<file path="src/rtl/counter_pkg.sv">
// Shared definitions for the counter command sequencer: mode encodings,
// sequencer states and the default counter width.
package counter_pkg;

  localparam int DEFAULT_WIDTH = 5;

  typedef enum logic [1:0] {
    MODE_LOAD      = 2'b00,
    MODE_SEEK      = 2'b01,
    MODE_RAMP_UP   = 2'b10,
    MODE_RAMP_DOWN = 2'b11
  } mode_t;

  typedef enum logic [2:0] {
    ST_IDLE,
    ST_LOAD,
    ST_SEEK,
    ST_RAMP,
    ST_RESP
  } state_t;

endpackage

</file>
<file path="src/rtl/counter_driver_if.sv">
// Bundle of the command request/response port and the up/down counter port.
// The master side is the sequencer; the slave side is the requester plus counter.
interface counter_driver_if #(
  parameter int WIDTH = counter_pkg::DEFAULT_WIDTH
);

  logic             Req_Valid;
  logic             Req_Ready;
  logic [1:0]       Req_Mode;
  logic [WIDTH-1:0] Req_Value;
  logic             Rsp_Valid;
  logic             Rsp_Err;
  logic [WIDTH-1:0] In;
  logic             Load;
  logic             Up;
  logic             Down;
  logic [WIDTH-1:0] Counter;
  logic             High;
  logic             Low;

  modport master (
    input  Req_Valid, Req_Mode, Req_Value, Counter, High, Low,
    output Req_Ready, Rsp_Valid, Rsp_Err, In, Load, Up, Down
  );

  modport slave (
    output Req_Valid, Req_Mode, Req_Value, Counter, High, Low,
    input  Req_Ready, Rsp_Valid, Rsp_Err, In, Load, Up, Down
  );

endinterface

</file>
<file path="src/rtl/counter_driver.sv">
// Command sequencer for the up/down counter: loads, seeks or ramps the counter
// one step per cycle and reports completion or a step-budget timeout.
module counter_driver
  import counter_pkg::*;
#(
  parameter int WIDTH   = DEFAULT_WIDTH,
  parameter int TIMEOUT = 40
) (
  input logic              Clk,
  input logic              Rst,
  counter_driver_if.master bus
);

  localparam int TW = $clog2(TIMEOUT + 1);

  state_t           state_q, state_d;
  logic [WIDTH-1:0] target_q;
  logic             dir_up_q;
  logic             err_q;
  logic [TW-1:0]    tcount_q;

  logic req_ready, load, up, down, rsp_valid, rsp_err;
  logic set_err, timeout_hit, ramp_done;

  assign timeout_hit = (tcount_q == TW'(TIMEOUT));
  assign ramp_done   = dir_up_q ? bus.High : bus.Low;

  // Goal checks take priority over the budget so a step landing on the
  // target at the last allowed cycle still completes cleanly.
  always_comb begin
    state_d   = state_q;
    req_ready = 1'b0;
    load      = 1'b0;
    up        = 1'b0;
    down      = 1'b0;
    rsp_valid = 1'b0;
    rsp_err   = 1'b0;
    set_err   = 1'b0;
    case (state_q)
      ST_IDLE: begin
        req_ready = 1'b1;
        if (bus.Req_Valid) begin
          case (mode_t'(bus.Req_Mode))
            MODE_LOAD: state_d = ST_LOAD;
            MODE_SEEK: state_d = ST_SEEK;
            default:   state_d = ST_RAMP;
          endcase
        end
      end
      ST_LOAD: begin
        load    = 1'b1;
        state_d = ST_RESP;
      end
      ST_SEEK: begin
        if (bus.Counter == target_q) begin
          state_d = ST_RESP;
        end else if (timeout_hit) begin
          state_d = ST_RESP;
          set_err = 1'b1;
        end else if (bus.Counter < target_q) begin
          up = 1'b1;
        end else begin
          down = 1'b1;
        end
      end
      ST_RAMP: begin
        if (ramp_done) begin
          state_d = ST_RESP;
        end else if (timeout_hit) begin
          state_d = ST_RESP;
          set_err = 1'b1;
        end else begin
          up   = dir_up_q;
          down = !dir_up_q;
        end
      end
      ST_RESP: begin
        rsp_valid = 1'b1;
        rsp_err   = err_q;
        state_d   = ST_IDLE;
      end
      default: state_d = ST_IDLE;
    endcase
  end

  always_ff @(posedge Clk or negedge Rst) begin
    if (!Rst) begin
      state_q  <= ST_IDLE;
      target_q <= '0;
      dir_up_q <= 1'b0;
      err_q    <= 1'b0;
      tcount_q <= '0;
    end else begin
      state_q <= state_d;
      if (state_q == ST_IDLE && bus.Req_Valid) begin
        target_q <= bus.Req_Value;
        dir_up_q <= (mode_t'(bus.Req_Mode) == MODE_RAMP_UP);
        err_q    <= 1'b0;
        tcount_q <= '0;
      end else begin
        if (up || down) tcount_q <= tcount_q + 1'b1;
        if (set_err)    err_q    <= 1'b1;
      end
    end
  end

  assign bus.Req_Ready = req_ready;
  assign bus.Rsp_Valid = rsp_valid;
  assign bus.Rsp_Err   = rsp_err;
  assign bus.In        = target_q;
  assign bus.Load      = load;
  assign bus.Up        = up;
  assign bus.Down      = down;

endmodule

</file>
<file path="src/flat_wrapper.sv">
// flat-port wrapper written by rule: the top's interface ports become plain ports
module counter_driver_flat import counter_pkg::*;
#(
  parameter int WIDTH   = DEFAULT_WIDTH,
  parameter int TIMEOUT = 40
)
  (Clk, Rst, bus_Req_Valid, bus_Req_Mode, bus_Req_Value, bus_Counter, bus_High, bus_Low, bus_Req_Ready, bus_Rsp_Valid, bus_Rsp_Err, bus_In, bus_Load, bus_Up, bus_Down);
  counter_driver_if #(.WIDTH(WIDTH)) bus_i ();
  input logic Clk;
  input logic Rst;
  input wire logic [$bits(bus_i.Req_Valid)-1:0] bus_Req_Valid;
  input wire logic [$bits(bus_i.Req_Mode)-1:0] bus_Req_Mode;
  input wire logic [$bits(bus_i.Req_Value)-1:0] bus_Req_Value;
  input wire logic [$bits(bus_i.Counter)-1:0] bus_Counter;
  input wire logic [$bits(bus_i.High)-1:0] bus_High;
  input wire logic [$bits(bus_i.Low)-1:0] bus_Low;
  output wire logic [$bits(bus_i.Req_Ready)-1:0] bus_Req_Ready;
  output wire logic [$bits(bus_i.Rsp_Valid)-1:0] bus_Rsp_Valid;
  output wire logic [$bits(bus_i.Rsp_Err)-1:0] bus_Rsp_Err;
  output wire logic [$bits(bus_i.In)-1:0] bus_In;
  output wire logic [$bits(bus_i.Load)-1:0] bus_Load;
  output wire logic [$bits(bus_i.Up)-1:0] bus_Up;
  output wire logic [$bits(bus_i.Down)-1:0] bus_Down;
  assign bus_i.Req_Valid = bus_Req_Valid;
  assign bus_i.Req_Mode = bus_Req_Mode;
  assign bus_i.Req_Value = bus_Req_Value;
  assign bus_i.Counter = bus_Counter;
  assign bus_i.High = bus_High;
  assign bus_i.Low = bus_Low;
  assign bus_Req_Ready = bus_i.Req_Ready;
  assign bus_Rsp_Valid = bus_i.Rsp_Valid;
  assign bus_Rsp_Err = bus_i.Rsp_Err;
  assign bus_In = bus_i.In;
  assign bus_Load = bus_i.Load;
  assign bus_Up = bus_i.Up;
  assign bus_Down = bus_i.Down;
  counter_driver #(.WIDTH(WIDTH), .TIMEOUT(TIMEOUT)) u_core (.Clk(Clk), .Rst(Rst), .bus(bus_i));
endmodule
</file>
<file path="config.mk">
export PLATFORM = sky130hd
export DESIGN_NAME = counter_driver_flat
export DESIGN_NICKNAME = d
export VERILOG_FILES = /design/src/rtl/counter_pkg.sv /design/src/rtl/counter_driver_if.sv /design/src/rtl/counter_driver.sv /design/src/flat_wrapper.sv
export SDC_FILE = /design/constraint.sdc
export NUM_CORES = 1
export LEC_CHECK = 0
export CORE_MARGIN = 1.5
export CORE_UTILIZATION = 47
export DETAILED_ROUTE_END_ITERATION = 10
export HOLD_SLACK_MARGIN = 0.08
export PLACE_DENSITY = 0.87
export SETUP_SLACK_MARGIN = 0.02
export SLEW_MARGIN = 10
export SYNTH_ARGS = -nofsm -noshare
export SYNTH_HDL_FRONTEND = slang
export SYNTH_SLANG_ARGS = --single-unit
export TNS_END_PERCENT = 20
</file>
<file path="constraint.sdc">
create_clock -name Clk -period 2.2 [get_ports Clk]
set_input_delay 0.44 -clock Clk [delete_from_list [all_inputs] [get_ports Clk]]
set_output_delay 0.44 -clock Clk [all_outputs]
set_load 0.05 [all_outputs]
</file>
---- After elaboration in Yosys (flattened, before gate mapping) ----
Index checks and enable logic that the tools add are counted.
Widths: inputs -> output; s select.
word-level totals
  bits of input ports ..................... 17
  output and inout port bits .............. 11
  register bits ........................... 16
  logic and storage cells ................. 54
operators by class
  $lt $le $gt $ge ......................... 1
  equality and inequality tests ........... 9
  $add $sub $neg .......................... 1
  reduce and logical (&&, ||, !) cells .... 7
  muxes and demuxes ....................... 31
operators by type and width
  operator             count
  $mux 1               20
  $mux 3               4
  $mux 6               2
  $pmux 3 s4           1
  $add 6x1->6 const B  1
  $eq 3x2->1 const B   2
  $eq 6x6->1 const B   1
  $pmux 1 s2           3
  $eq 5x5->1           1
  $lt 5x5->1           1
  $pmux 2 s2           1
  $reduce_bool 2->1    2
  $eq 3x1->1 const B   1
  $eq 3x3->1 const B   1
  $logic_not 3->1      1
  $eq 2x1->1 const B   1
  $eq 2x2->1 const B   1
  $logic_not 2->1      1
  $ne 2x2->1 const B   1
  $logic_and 1x1->1    1
  $logic_not 1->1      1
  $logic_or 1x1->1     1

---- Logic depth before layout (Yosys ltp) ----
Gate-level depths: netlist of the first run.
  depth after elaboration ................. 8
  gate-level depth with buffers ........... 6

---- Worst setup path before layout of the first run ----
OpenSTA, ideal clock, no wires.
  path kind ............................... reg-to-output
  from .................................... register u_core.target_q[2], in the netlist u_core.bus.In[2]
  to ...................................... output bus_Up
  arrival time ............................ 2.293 ns
  stages on the path, launching flop included .. 7
  slack ................................... -0.533 ns
  data required time ...................... 1.760 ns
  path through ............................ dfrtp_1 -> inv_1 -> ha_1 -> nand3_2 -> o21bai_1 -> a211o_1 -> o22ai_1
between the ends
  longest elaborated chain between the ends .. 5
  elaborated cells on any way between the ends .. 6
  those cells by class .................... 1 x order compare; 1 x eq/ne; 4 x mux
RTL lines
  what                    line                  RTL
  from (decl)             counter_driver.sv:17  logic [WIDTH-1:0] target_q;
  from (signal assigned)  counter_driver.sv:96  target_q <= bus.Req_Value;
  $lt 5x5->1              counter_driver.sv:60  end else if (bus.Counter < target_q) begin
  $mux 1                  counter_driver.sv:60
  $mux 1                  counter_driver.sv:57  end else if (timeout_hit) begin
  $mux 1 (*)              counter_driver.sv:55  if (bus.Counter == target_q) begin
  $pmux 1 s2 (*)          counter_driver.sv:39  case (state_q)
  to (decl)               flat_wrapper.sv:22    output wire logic [$bits(bus_i.Up)-1:0] bus_Up;
Mark *: on every way between the ends. The rest lies on a longest branch, timed or not.

---- Worst setup path after layout of the first run ----
Ends and elaborated chain as after synthesis.

==> results of run 1 <==
[worst paths after layout]
check                                    from                 end  cells after the start  slack (ns)
max                          u_core.bus.In[2]              bus_Up                      8       -0.10
min                                       Rst  u_core.tcount_q[0]                      1        0.44
max reg2reg                  u_core.bus.In[2]  u_core.tcount_q[5]                      9        0.23
min reg2reg                u_core.tcount_q[5]  u_core.tcount_q[5]                      1        0.51
max in group asynchronous                 Rst    u_core.bus.In[2]                      2        1.27
min in group Clk           u_core.tcount_q[5]  u_core.tcount_q[5]                      1        0.51
[area by class of cell]
cell class / instances / area (um^2)
Clock buffer: 4 / 36.28
Fill cell: 131 / 422.9
Inverter: 12 / 45.04
Multi-Input combinational cell: 84 / 705.7
Sequential cell: 16 / 406.6
Tap cell: 27 / 33.78
Timing Repair Buffer: 40 / 391.6
[cells in the final DEF, fill, tap and decap left out, drive strengths merged, types with 5 or more instances in the layout]
cell and n:
a21oi 6, buf 19, clkdlybuf4s50 16, dfrtp 16
dlygate4sd2 5, ha 7, inv 12, nand2 18
nor2 6, o21ai 11
[registers in the layout, indices dropped and copies added (netlist names)]
| name | count |
|---|---|
| u_core.dir_up_q | 1 |
| u_core.tcount_q | 6 |
| u_core.bus.In | 5 |
| u_core.state_q | 3 |
| u_core.err_q | 1 |
[cell families (layout without fill, tap and decap cells)]
kind of cell | after synthesis | after routing | synth area share
simple gates | 38 | 38 | 0.1894
compound gates | 33 | 33 | 0.2225
flops | 16 | 16 | 0.3787
buf+inv | 16 | 56 | 0.06390
fa+ha+maj | 7 | 7 | 0.08284
mux | 6 | 6 | 0.06272
[power groups by stage]
stage / logic [mW] / registers, mW / clock network (mW)
2_1_floorplan: 0.784 / 0.625 / 0
3_3_place_gp: 1.28 / 0.542 / 0
3_5_place_dp: 1.32 / 0.552 / 0
4_1_cts: 1.47 / 0.539 / 0.205
5_1_grt: 1.66 / 0.557 / 0.220
6_report: 1.58 / 0.545 / 0.208
[through the flow]
stage | hold WS, ns | utilization | cell area, um^2 | total power, mW | setup TNS (ns)
after floorplan | 0.1444 | - | 1090 | 1.408 | 0
after global placement | 0.4662 | 0.7120 | 1454 | 1.823 | -0.8094
after detailed placement | 0.4803 | 0.7120 | 1454 | 1.868 | -1.135
after CTS | 0.4644 | 0.7739 | 1580 | 2.218 | -0.08802
after global routing | 0.4782 | 0.7929 | 1619 | 2.440 | -0.2540
final | 0.4438 | 0.7929 | 1619 | 2.328 | -0.1514
[what timing repair did]
action,in CTS,in global routing
pin swaps,12,6
setup endpoints to repair,2,3
buffers inserted,3,2
hold buffers,0,0
resized for setup,17,5
[routing by layer]
layer | global-route usage | wire (um)
met5 | 0 | 0
met3 | 0.04762 | 151
met1 | 0.3019 | 1203
met2 | 0.4561 | 1605
met4 | 0.06306 | 40
==> reports/qor.json, run 1 <==
{
  "worst_setup_path": {
    "critPathBufInv": 4,
    "required_time_of_the_worst_setup_path_ns": 1.76,
    "cp-start-kind": "flip-flop",
    "worstSetupPathType": "reg2out",
    "worst_setup_path_end_kind": "output port",
    "critical-path-slowest-cell": "dfrtp_2",
    "slowest_stage_delay_on_critical_path_ns": 0.42,
    "critical_path.cell_chain": "inv_2 > ha_4 > nand3_4 > buf_4 > o2111ai_2 > buf_6 > o22ai_4 > buf_12",
    "worstPathMaxFanout": 3,
    "worst_path_dominant_cell_family": "buffers and inverters",
    "critical_path_arrival_ns": 1.86
  },
  "global_routing": {
    "grt_pass1_vias": 1042,
    "gr-usage-all-layers": 0.2506,
    "pin_count_of_the_biggest_net_entering_global_routing": 13,
    "wire_length_of_the_first_global_routing_pass_mm": 4.781,
    "global_route.overflow_total": 0,
    "grt_antenna_before_repair": 0
  },
  "sta": {
    "clock-skew-final_ns": 0.001417,
    "worst_slack_ns": -0.1029,
    "drv_slew": 0,
    "setup_viol": 2,
    "finalWorstPathRequiredPeriod_ns": 2.303,
    "rsz_0062_raised_after_global_routing": "yes",
    "worst-slew-pin-transition_ns": 0.5070,
    "fmax_mhz": 434.2,
    "finalCritPeriodShare": 1.047,
    "finalHoldViolCount": 0,
    "timing.max_slew.rel_slack": 0.6610
  },
  "pwr": {
    "swShare": 0.4831,
    "p_leak_nw": 0.6905,
    "combinationalPowerShare": 0.676,
    "share_of_total_power_in_sequential_cells": 0.234,
    "vdd_drop_max_mv": 1.056,
    "pwr_density_cell_nw_per_um2": 1438,
    "clock_power_share": 0.090,
    "p_switching_mw": 1.125,
    "internal_power_mw": 1.204
  },
  "synth": {
    "post-synth-top-count-cell": "nand2_1",
    "netlist_instances": 116,
    "synthesis.area_per_instance_um2": 9.114,
    "synth.ff_latch_count": 16,
    "synth_enable_flop_cells": 0,
    "synth_area_leader_cell": "dfrtp_1",
    "ys_types": 35,
    "number_of_warning_messages_in_the_yosys_log": 0,
    "synth.net_count": 140,
    "synth-seq-area-share": 0.3787,
    "synthTopCellsByArea": "dfrtp_1 (38%), ha_1 (8.3%), nand2_1 (6.4%), inv_1 (4.3%), mux2i_1 (3.8%)",
    "synth.cells.most_frequent": "nand2_1 (18), dfrtp_1 (16), inv_1 (12)",
    "synth_area_um2": 1057,
    "async_flop_share": 1.000,
    "synth_top_cell_area_share": 0.3787,
    "postSynth.topFlopCell": "dfrtp_1"
  },
  "floorplanning": {
    "number_of_cell_rows": 16,
    "placeableCoreArea_um2": 2042,
    "io_pins": 28,
    "dieHeight_um": 50.43,
    "die_area_um2": 2543,
    "starting_utilization_of_the_core_area": 0.5178,
    "chipWidth_um": 50.43
  },
  "placement": {
    "dp_cells": 174,
    "port-buffer-count": 27,
    "place.gp.congestion": 0.7943,
    "place_ws_ns": -0.2993,
    "dp.final_hpwl_mm": 2.008
  },
  "routing": {
    "vias_after_detailed_routing": 1068,
    "ant_nets": 0,
    "postRouteWirelength_mm": 3.001,
    "wl_per_cell_um": 16.40,
    "drc_errors_left": 0,
    "drtIter0Drc": 26,
    "vias_per_cell": 5.836,
    "drt_pass1_iterations": 5
  },
  "clocking": {
    "clock_path_buffers": 2,
    "cts-buffers-inserted": 3,
    "cts_tree": "built",
    "ctsRootBufferMaster": "clkbuf_4",
    "htreeDepth": 1,
    "tritoncts_num_sinks": 16,
    "worst_skew_pair_later_pin_latency_ns": 0.30,
    "clk_pin_slew_worst_paths_ns": 0.10
  },
  "cells_and_area": {
    "layout-area-overhead-vs-synth_pct": 53.14,
    "stdcell_count": 183,
    "layout.nets": 181,
    "post_route_cells_drive_above_1_share": 0.3397,
    "number_of_inserted_diodes": 0
  },
  "flow_run": {
    "maxCapViolCount": 0
  },
  "run_status": {
    "run_status": "finished with violations",
    "violations": "negative setup slack"
  },
  "worst_hold_path": {
    "timing.hold.worst.class": "in2async"
  }
}
No activity file was read; power rests on OpenSTA's default activity.
==> run 2: changes to the inputs <==
--- a/config.mk
+++ b/config.mk
@@ -7,8 +7,10 @@
 export LEC_CHECK = 0
 export CORE_MARGIN = 1.5
 export CORE_UTILIZATION = 47
+export CTS_CLUSTER_DIAMETER = 100
 export DETAILED_ROUTE_END_ITERATION = 10
 export HOLD_SLACK_MARGIN = 0.08
+export MAX_ROUTING_LAYER = met4
 export PLACE_DENSITY = 0.87
 export SETUP_SLACK_MARGIN = 0.02
 export SLEW_MARGIN = 10
==> run 2 against run 1 <==
Effect of this change: the flow still finishes with violations (negative setup slack); clock power is essentially flat; core utilization unchanged; design area stayed put; critical path type unchanged; largest cell class unchanged.
==> reports/qor.json, run 2 (same netlist as run 1, synthesis figures left out) <==
{
  "placement": {
    "place.gp.congestion": {"value": 0.8056, "change": "was 0.7943"},
    "dp_cells": {"value": 174, "change": "unchanged"},
    "placed_area": {"value": 1454, "unit": "um^2", "change": "unchanged"},
    "port-buffer-count": {"value": 27, "change": "unchanged"},
    "dp.final_hpwl": {"value": 2.008, "unit": "mm", "change": "unchanged"}
  },
  "clocking": {
    "clk_pin_slew_worst_paths": {"value": 0.10, "unit": "ns", "change": "about the same"},
    "tritoncts_num_sinks": {"value": 16, "change": "unchanged"},
    "worst_skew_pair_later_pin_latency": {"value": 0.30, "unit": "ns", "change": "about the same"},
    "cts-buffers-inserted": {"value": 3, "change": "unchanged"},
    "ctsRootBufferMaster": {"value": "clkbuf_4", "change": "unchanged"},
    "holdBufCountCts": {"value": 0, "change": "unchanged"},
    "clock_path_buffers": {"value": 2, "change": "unchanged"},
    "htreeDepth": {"value": 1, "change": "unchanged"},
    "cts_tree": {"value": "built", "change": "unchanged"}
  },
  "routing": {
    "ant_nets": {"value": 0, "change": "unchanged"},
    "route.top_layer_used": {"value": "met4", "change": "unchanged"},
    "drc_errors_left": {"value": 0, "change": "unchanged"},
    "wl_per_cell": {"value": 16.46, "unit": "um", "change": "was 16.40 um"},
    "met3RoutedLength": {"value": 144, "unit": "um", "change": "was 151 um"},
    "vias_per_cell": {"value": 5.803, "change": "was 5.836"},
    "vias_after_detailed_routing": {"value": 1062, "change": "was 1068"},
    "drt_pass1_iterations": {"value": 4, "change": "was 5"},
    "postRouteWirelength": {"value": 3.012, "unit": "mm", "change": "was 3.001 mm"},
    "dr_wl_met2": {"value": 1.622, "unit": "mm", "change": "was 1.605 mm"},
    "drtIter0Drc": {"value": 34, "change": "was 26"},
    "wl_met1": {"value": 1.204, "unit": "mm", "change": "was 1.203 mm"}
  },
  "pwr": {
    "total_power": {"value": 2.329, "unit": "mW", "change": "was 2.328 mW"},
    "internal_power": {"value": 1.203, "unit": "mW", "change": "was 1.204 mW"},
    "p_leak": {"value": 0.6905, "unit": "nW", "change": "unchanged"},
    "swShare": {"value": 0.4835, "change": "was 0.4831"},
    "p_switching": {"value": 1.126, "unit": "mW", "change": "was 1.125 mW"},
    "pwr_density_cell": {"value": 1439, "unit": "nW/um^2", "change": "was 1438 nW/um^2"},
    "combinationalPowerShare": {"value": 0.676, "change": "about the same"},
    "share_of_total_power_in_sequential_cells": {"value": 0.234, "change": "about the same"},
    "vdd_drop_max": {"value": 1.060, "unit": "mV", "change": "was 1.056 mV"},
    "clock_power_share": {"value": 0.089, "change": "was 0.090"}
  },
  "worst_setup_path": {
    "critical_path_arrival": {"value": 1.86, "unit": "ns", "change": "about the same"},
    "worstPathMaxFanout": {"value": 3, "change": "unchanged"},
    "worst_r2r_path_depth": {"value": 9, "change": "unchanged"},
    "cp-start-kind": {"value": "flip-flop", "change": "unchanged"},
    "r2r-start": {"value": "u_core.bus.In[2]", "change": "unchanged"},
    "worst_setup_path_end_kind": {"value": "output port", "change": "unchanged"},
    "required_time_of_the_worst_setup_path": {"value": 1.76, "unit": "ns", "change": "about the same"},
    "critical_path.reg2reg.endpoint": {"value": "u_core.tcount_q[5]", "change": "unchanged"},
    "worstSetupPathType": {"value": "reg2out", "change": "unchanged"},
    "reg2reg_setup_slack": {"value": 0.23, "unit": "ns", "change": "about the same"}
  },
  "cells_and_area": {
    "postLayoutCellArea": {"value": 1619, "unit": "um^2", "change": "unchanged"},
    "mostFrequentLayoutCell": {"value": "nand2_1", "change": "unchanged"},
    "post_route_cells_drive_above_1_share": {"value": 0.3397, "change": "unchanged"},
    "commonest_cells_after_routing_fill_and_taps_aside": {"value": "nand2_1 (17), clkdlybuf4s50_1 (16), buf_4 (14)", "change": "unchanged"},
    "layout-area-overhead-vs-synth": {"value": 53.14, "unit": "%", "change": "unchanged"},
    "largest_register_ffs": {"value": 6, "change": "unchanged"},
    "seq_area": {"value": 406.6, "unit": "um^2", "change": "unchanged"},
    "number_of_inserted_diodes": {"value": 0, "change": "unchanged"},
    "layout.nets": {"value": 181, "change": "unchanged"},
    "fillers": {"value": 131, "change": "unchanged"},
    "top_register": {"value": "u_core.tcount_q", "change": "unchanged"},
    "multi_input_area": {"value": 705.7, "unit": "um^2", "change": "unchanged"},
    "stdcell_count": {"value": 183, "change": "unchanged"}
  },
  "sta": {
    "worst-slew-pin-transition": {"value": 0.5068, "unit": "ns", "change": "was 0.5070 ns"},
    "timing.max_slew.rel_slack": {"value": 0.6611, "change": "was 0.6610"},
    "fmax": {"value": 434.1, "unit": "MHz", "change": "was 434.2 MHz"},
    "worst_slack": {"value": -0.1035, "unit": "ns", "change": "was -0.1029 ns"},
    "drv_slew": {"value": 0, "change": "unchanged"},
    "finalHoldViolCount": {"value": 0, "change": "unchanged"},
    "clock-skew-final": {"value": 0.001186, "unit": "ns", "change": "was 0.001417 ns"},
    "finalWorstPathRequiredPeriod": {"value": 2.304, "unit": "ns", "change": "was 2.303 ns"},
    "setup_viol": {"value": 2, "change": "unchanged"},
    "rsz_0062_raised_after_global_routing": {"value": "yes", "change": "unchanged"},
    "finalCritPeriodShare": {"value": 1.047, "change": "about the same"}
  },
  "run_status": {
    "violations": {"value": "negative setup slack", "change": "unchanged"},
    "run_status": {"value": "finished with violations", "change": "unchanged"}
  },
  "floorplanning": {
    "dieHeight": {"value": 50.43, "unit": "um", "change": "unchanged"},
    "number_of_cell_rows": {"value": 16, "change": "unchanged"},
    "io_pins": {"value": 28, "change": "unchanged"},
    "chipWidth": {"value": 50.43, "unit": "um", "change": "unchanged"},
    "placeableCoreArea": {"value": 2042, "unit": "um^2", "change": "unchanged"},
    "die_area": {"value": 2543, "unit": "um^2", "change": "unchanged"},
    "starting_utilization_of_the_core_area": {"value": 0.5178, "change": "unchanged"}
  },
  "global_routing": {
    "global_route.overflow_total": {"value": 0, "change": "unchanged"},
    "wire_length_of_the_first_global_routing_pass": {"value": 4.781, "unit": "mm", "change": "unchanged"},
    "grt_pass1_vias": {"value": 1046, "change": "was 1042"},
    "gr-usage-all-layers": {"value": 0.2575, "change": "was 0.2506"},
    "pin_count_of_the_biggest_net_entering_global_routing": {"value": 13, "change": "unchanged"},
    "grt_antenna_before_repair": {"value": 0, "change": "unchanged"}
  },
  "flow_run": {
    "maxCapViolCount": {"value": 0, "change": "unchanged"}
  },
  "worst_hold_path": {
    "timing.hold.worst.class": {"value": "in2async", "change": "unchanged"}
  }
}
==> run 2: cell type report <==
| type | count | share of cell area |
|---|---|---|
| multi-input combinational | 84 | 0.4359 |
| sequential | 16 | 0.2512 |
| timing repair buffer | 40 | 0.2419 |
| inverter | 12 | 0.02782 |
| clock buffer | 4 | 0.02241 |
| tap | 27 | 0.02087 |
==> run 2: how the worst max path moves through the flow <==
stage	startpoint	end	slack [ns]	cells past startpoint
after floorplan	u_core.bus.In[2]	bus_Up	0.04	6
after CTS	u_core.bus.In[2]	bus_Up	-0.07	7
after global placement	bus_Counter[2]	bus_Up	-0.25	7
after detailed placement	bus_Counter[2]	bus_Up	-0.30	7
final	u_core.bus.In[2]	bus_Up	-0.10	8
after global routing	u_core.bus.In[2]	bus_Up	-0.15	7
==> run 2: power by group through the flow <==
stage                     registers, mW  logic (mW)  clock network (mW)
final                             0.546        1.58               0.208
after global routing              0.557        1.66               0.220
after CTS                         0.539        1.47               0.205
after detailed placement          0.552        1.32                   0
after global placement            0.542        1.28                   0
after floorplan                   0.625       0.784                   0
==> run 2: critical path, stage by stage, from the launching register on <==
cell and delay [ns]:
dfrtp_2 0.42, inv_2 0.08, ha_4 0.21, nand3_4 0.11
buf_4 0.13, o2111ai_2 0.11, buf_6 0.17, o22ai_4 0.18
buf_12 0.16
==> run 2: per-layer routing <==
metal	vias to the layer above	global-route usage
li1	498	-
met1	523	0.3019
met2	36	0.4561
met3	5	0.04762
met4	0	0.06306
met5	-	-
==> run 2: repair_timing <==
| item | in CTS | in global routing |
|---|---|---|
| setup buffers | 3 | 2 |
| resized for setup | 17 | 5 |
| pin swaps | 12 | 6 |
| setup endpoints to repair | 2 | 3 |
==> run 2: through the flow <==
stage	TNS (ns)	hold WS (ns)	setup slack (ns)	util
floorplan	0	0.1444	0.03900	-
global placement	-0.8094	0.4662	-0.2535	0.7120
detailed placement	-1.135	0.4803	-0.2993	0.7120
CTS	-0.08802	0.4644	-0.06604	0.7739
global route	-0.2540	0.4782	-0.1491	0.7929
finish	-0.1531	0.4423	-0.1035	0.7929
==> run 3: changes to the inputs <==
--- a/config.mk
+++ b/config.mk
@@ -5,6 +5,7 @@
 export SDC_FILE = /design/constraint.sdc
 export NUM_CORES = 1
 export LEC_CHECK = 0
+export ABC_CLOCK_PERIOD_IN_PS = 2200
 export CORE_MARGIN = 1.5
 export CORE_UTILIZATION = 47
 export CTS_CLUSTER_DIAMETER = 100
@@ -13,6 +14,7 @@
 export MAX_ROUTING_LAYER = met4
 export PLACE_DENSITY = 0.87
 export SETUP_SLACK_MARGIN = 0.02
+export SKIP_LAST_GASP = 1
 export SLEW_MARGIN = 10
 export SYNTH_ARGS = -nofsm -noshare
 export SYNTH_HDL_FRONTEND = slang
==> run 3 against run 2 <==
Effect of this change: the run still ends with negative setup slack left; combinational power about the same; non-clock buffer count unchanged; hold slack gained 0.015 ns; count of clock-buffer cells in the layout stayed put; clock skew about the same; register-to-register slack is essentially flat; power down 0.68%; sequential power about the same; sequential share of layout area is essentially flat; flip-flop and latch count stayed put; wire length down 1.8%; fmax grew 0.90%; critical endpoint unchanged; largest power group unchanged; highest routed layer unchanged.
==> reports/qor.json, run 3 (same netlist as run 1, synthesis figures left out) <==
{
  "run_status": {
    "violations": {"value": "negative setup slack", "change": "unchanged"},
    "run_status": {"value": "finished with violations", "change": "unchanged"}
  },
  "floorplanning": {
    "dieHeight": {"value": 50.43, "unit": "um", "change": "unchanged"},
    "io_pins": {"value": 28, "change": "unchanged"},
    "starting_utilization_of_the_core_area": {"value": 0.5178, "change": "unchanged"},
    "placeableCoreArea": {"value": 2042, "unit": "um^2", "change": "unchanged"},
    "chipWidth": {"value": 50.43, "unit": "um", "change": "unchanged"},
    "die_area": {"value": 2543, "unit": "um^2", "change": "unchanged"},
    "number_of_cell_rows": {"value": 16, "change": "unchanged"}
  },
  "sta": {
    "fmax": {"value": 438.0, "unit": "MHz", "change": "was 434.1 MHz"},
    "rsz_0062_raised_after_global_routing": {"value": "yes", "change": "unchanged"},
    "finalCritPeriodShare": {"value": 1.038, "change": "was 1.047"},
    "finalWorstPathRequiredPeriod": {"value": 2.283, "unit": "ns", "change": "was 2.304 ns"},
    "worst-slew-pin-transition": {"value": 0.4991, "unit": "ns", "change": "was 0.5068 ns"},
    "worst_slack": {"value": -0.08293, "unit": "ns", "change": "was -0.1035 ns"},
    "clock-skew-final": {"value": 0.001159, "unit": "ns", "change": "was 0.001186 ns"},
    "setup_viol": {"value": 2, "change": "unchanged"},
    "finalHoldViolCount": {"value": 0, "change": "unchanged"},
    "timing.max_slew.rel_slack": {"value": 0.6662, "change": "was 0.6611"},
    "drv_slew": {"value": 0, "change": "unchanged"}
  },
  "cells_and_area": {
    "top_register": {"value": "u_core.tcount_q", "change": "unchanged"},
    "mostFrequentLayoutCell": {"value": "nand2_1", "change": "unchanged"},
    "postLayoutCellArea": {"value": 1615, "unit": "um^2", "change": "was 1619 um^2"},
    "fillers": {"value": 131, "change": "unchanged"},
    "layout.nets": {"value": 181, "change": "unchanged"},
    "largest_register_ffs": {"value": 6, "change": "unchanged"},
    "number_of_inserted_diodes": {"value": 0, "change": "unchanged"},
    "layout.core_utilization": {"value": 0.7911, "change": "was 0.7929"},
    "layout-area-overhead-vs-synth": {"value": 52.78, "unit": "%", "change": "was 53.14%"},
    "commonest_cells_after_routing_fill_and_taps_aside": {"value": "nand2_1 (17), clkdlybuf4s50_1 (16), buf_4 (14)", "change": "unchanged"},
    "post_route_cells_drive_above_1_share": {"value": 0.3269, "change": "was 0.3397"}
  },
  "pwr": {
    "share_of_total_power_in_sequential_cells": {"value": 0.235, "change": "was 0.234"},
    "swShare": {"value": 0.4814, "change": "was 0.4835"},
    "internal_power": {"value": 1.200, "unit": "mW", "change": "was 1.203 mW"},
    "p_leak": {"value": 0.6920, "unit": "nW", "change": "was 0.6905 nW"},
    "pwr_density_cell": {"value": 1432, "unit": "nW/um^2", "change": "was 1439 nW/um^2"},
    "clock_power_share": {"value": 0.087, "change": "was 0.089"},
    "combinationalPowerShare": {"value": 0.678, "change": "was 0.676"},
    "vdd_drop_max": {"value": 1.202, "unit": "mV", "change": "was 1.060 mV"},
    "p_switching": {"value": 1.114, "unit": "mW", "change": "was 1.126 mW"}
  },
  "worst_hold_path": {
    "timing.hold.worst.class": {"value": "in2async", "change": "unchanged"}
  },
  "clocking": {
    "clock_path_buffers": {"value": 2, "change": "unchanged"},
    "worst_skew_pair_later_pin_latency": {"value": 0.29, "unit": "ns", "change": "was 0.30 ns"},
    "cts_tree": {"value": "built", "change": "unchanged"},
    "cts-buffers-inserted": {"value": 3, "change": "unchanged"},
    "tritoncts_num_sinks": {"value": 16, "change": "unchanged"},
    "ctsRootBufferMaster": {"value": "clkbuf_4", "change": "unchanged"},
    "holdBufCountCts": {"value": 0, "change": "unchanged"},
    "htreeDepth": {"value": 1, "change": "unchanged"},
    "clk_pin_slew_worst_paths": {"value": 0.10, "unit": "ns", "change": "about the same"}
  },
  "routing": {
    "drt_pass1_iterations": {"value": 4, "change": "unchanged"},
    "drtIter0Drc": {"value": 27, "change": "was 34"},
    "vias_per_cell": {"value": 5.743, "change": "was 5.803"},
    "ant_nets": {"value": 0, "change": "unchanged"},
    "postRouteWirelength": {"value": 2.957, "unit": "mm", "change": "was 3.012 mm"},
    "wl_per_cell": {"value": 16.16, "unit": "um", "change": "was 16.46 um"},
    "drc_errors_left": {"value": 0, "change": "unchanged"},
    "vias_after_detailed_routing": {"value": 1051, "change": "was 1062"}
  },
  "global_routing": {
    "grt.busiest_layer": {"value": "met2", "change": "unchanged"},
    "globalRouteMet3Util": {"value": 0.04762, "change": "unchanged"},
    "grt_util_met2": {"value": 0.4561, "change": "unchanged"},
    "wire_length_of_the_first_global_routing_pass": {"value": 4.781, "unit": "mm", "change": "unchanged"},
    "grt_pass1_vias": {"value": 1046, "change": "unchanged"},
    "grt_antenna_before_repair": {"value": 0, "change": "unchanged"},
    "gr-usage-all-layers": {"value": 0.2575, "change": "unchanged"},
    "global_route.usage.met1": {"value": 0.3019, "change": "unchanged"},
    "pin_count_of_the_biggest_net_entering_global_routing": {"value": 13, "change": "unchanged"},
    "global_route.overflow_total": {"value": 0, "change": "unchanged"}
  },
  "worst_setup_path": {
    "critical_path_arrival": {"value": 1.84, "unit": "ns", "change": "was 1.86 ns"},
    "worstSetupPathType": {"value": "reg2out", "change": "unchanged"},
    "worst_setup_path_end_kind": {"value": "output port", "change": "unchanged"},
    "required_time_of_the_worst_setup_path": {"value": 1.76, "unit": "ns", "change": "about the same"},
    "worstPathMaxFanout": {"value": 3, "change": "unchanged"},
    "cp-start-kind": {"value": "flip-flop", "change": "unchanged"}
  },
  "placement": {
    "dp.final_hpwl": {"value": 2.008, "unit": "mm", "change": "unchanged"},
    "port-buffer-count": {"value": 27, "change": "unchanged"},
    "place.gp.congestion": {"value": 0.8056, "change": "unchanged"},
    "placed_area": {"value": 1454, "unit": "um^2", "change": "unchanged"}
  },
  "flow_run": {
    "maxCapViolCount": {"value": 0, "change": "unchanged"}
  }
}
==> run 3: per-stage QoR <==
stage	std cells	setup slack [ns]	power (mW)	hold WS (ns)	TNS, ns
floorplan	116	0.03900	1.408	0.1444	0
global placement	174	-0.2535	1.823	0.4662	-0.8094
detailed placement	174	-0.2993	1.868	0.4803	-1.135
CTS	181	-0.06604	2.218	0.4644	-0.08802
global route	183	-0.1495	2.429	0.4815	-0.2760
finish	183	-0.08293	2.313	0.4577	-0.1183
==> run 3: path summary, 6_finish.rpt <==
kind,start,endpoint,slack (ns),cells after the start
max,u_core.bus.In[2],bus_Up,-0.08,8
min,Rst,u_core.tcount_q[0],0.46,1
max reg2reg,u_core.bus.In[2],u_core.tcount_q[5],0.23,9
min reg2reg,u_core.tcount_q[5],u_core.tcount_q[5],0.51,1
max in group asynchronous,Rst,u_core.bus.In[3],1.26,2
min in group Clk,u_core.tcount_q[5],u_core.tcount_q[5],0.51,1
==> run 3: final cells by class <==
class                           count  area [um^2]  area share
Clock buffer                        4        36.28     0.02246
Inverter                           12        45.04     0.02789
Multi-Input combinational cell     84        703.2      0.4353
Sequential cell                    16        405.4      0.2510
Tap cell                           27        33.78     0.02091
Timing Repair Buffer               40        391.6      0.2424
==> run 3: timing repair <==
action | CTS | global route
pin swaps | 12 | 6
endpoints found under the setup margin | 2 | 3
endpoints found under the hold margin | 0 | 0
gates resized for setup | 17 | 3
buffers inserted | 3 | 2
==> run 3: worst max-delay path, stage by stage (launching register included) <==
cell and delay [ns]:
dfrtp_2 0.42, inv_2 0.08, ha_4 0.21, nand3_4 0.11, buf_4 0.13, o2111ai_2 0.10, buf_6 0.16, o22ai_4 0.18
buf_12 0.16
==> run 3: metal layers <==
layer,up-vias,share of wire
met2,48,0.54
met4,0,0.013
li1,497,-
met1,500,0.41
met5,-,0
met3,6,0.045
==> run 3: power by group through the flow <==
stage / combinational, mW / clock (mW) / sequential [mW]
after floorplan: 0.784 / 0 / 0.625
after global placement: 1.28 / 0 / 0.542
after detailed placement: 1.32 / 0 / 0.552
after CTS: 1.47 / 0.205 / 0.539
after global routing: 1.66 / 0.219 / 0.555
final: 1.57 / 0.202 / 0.543
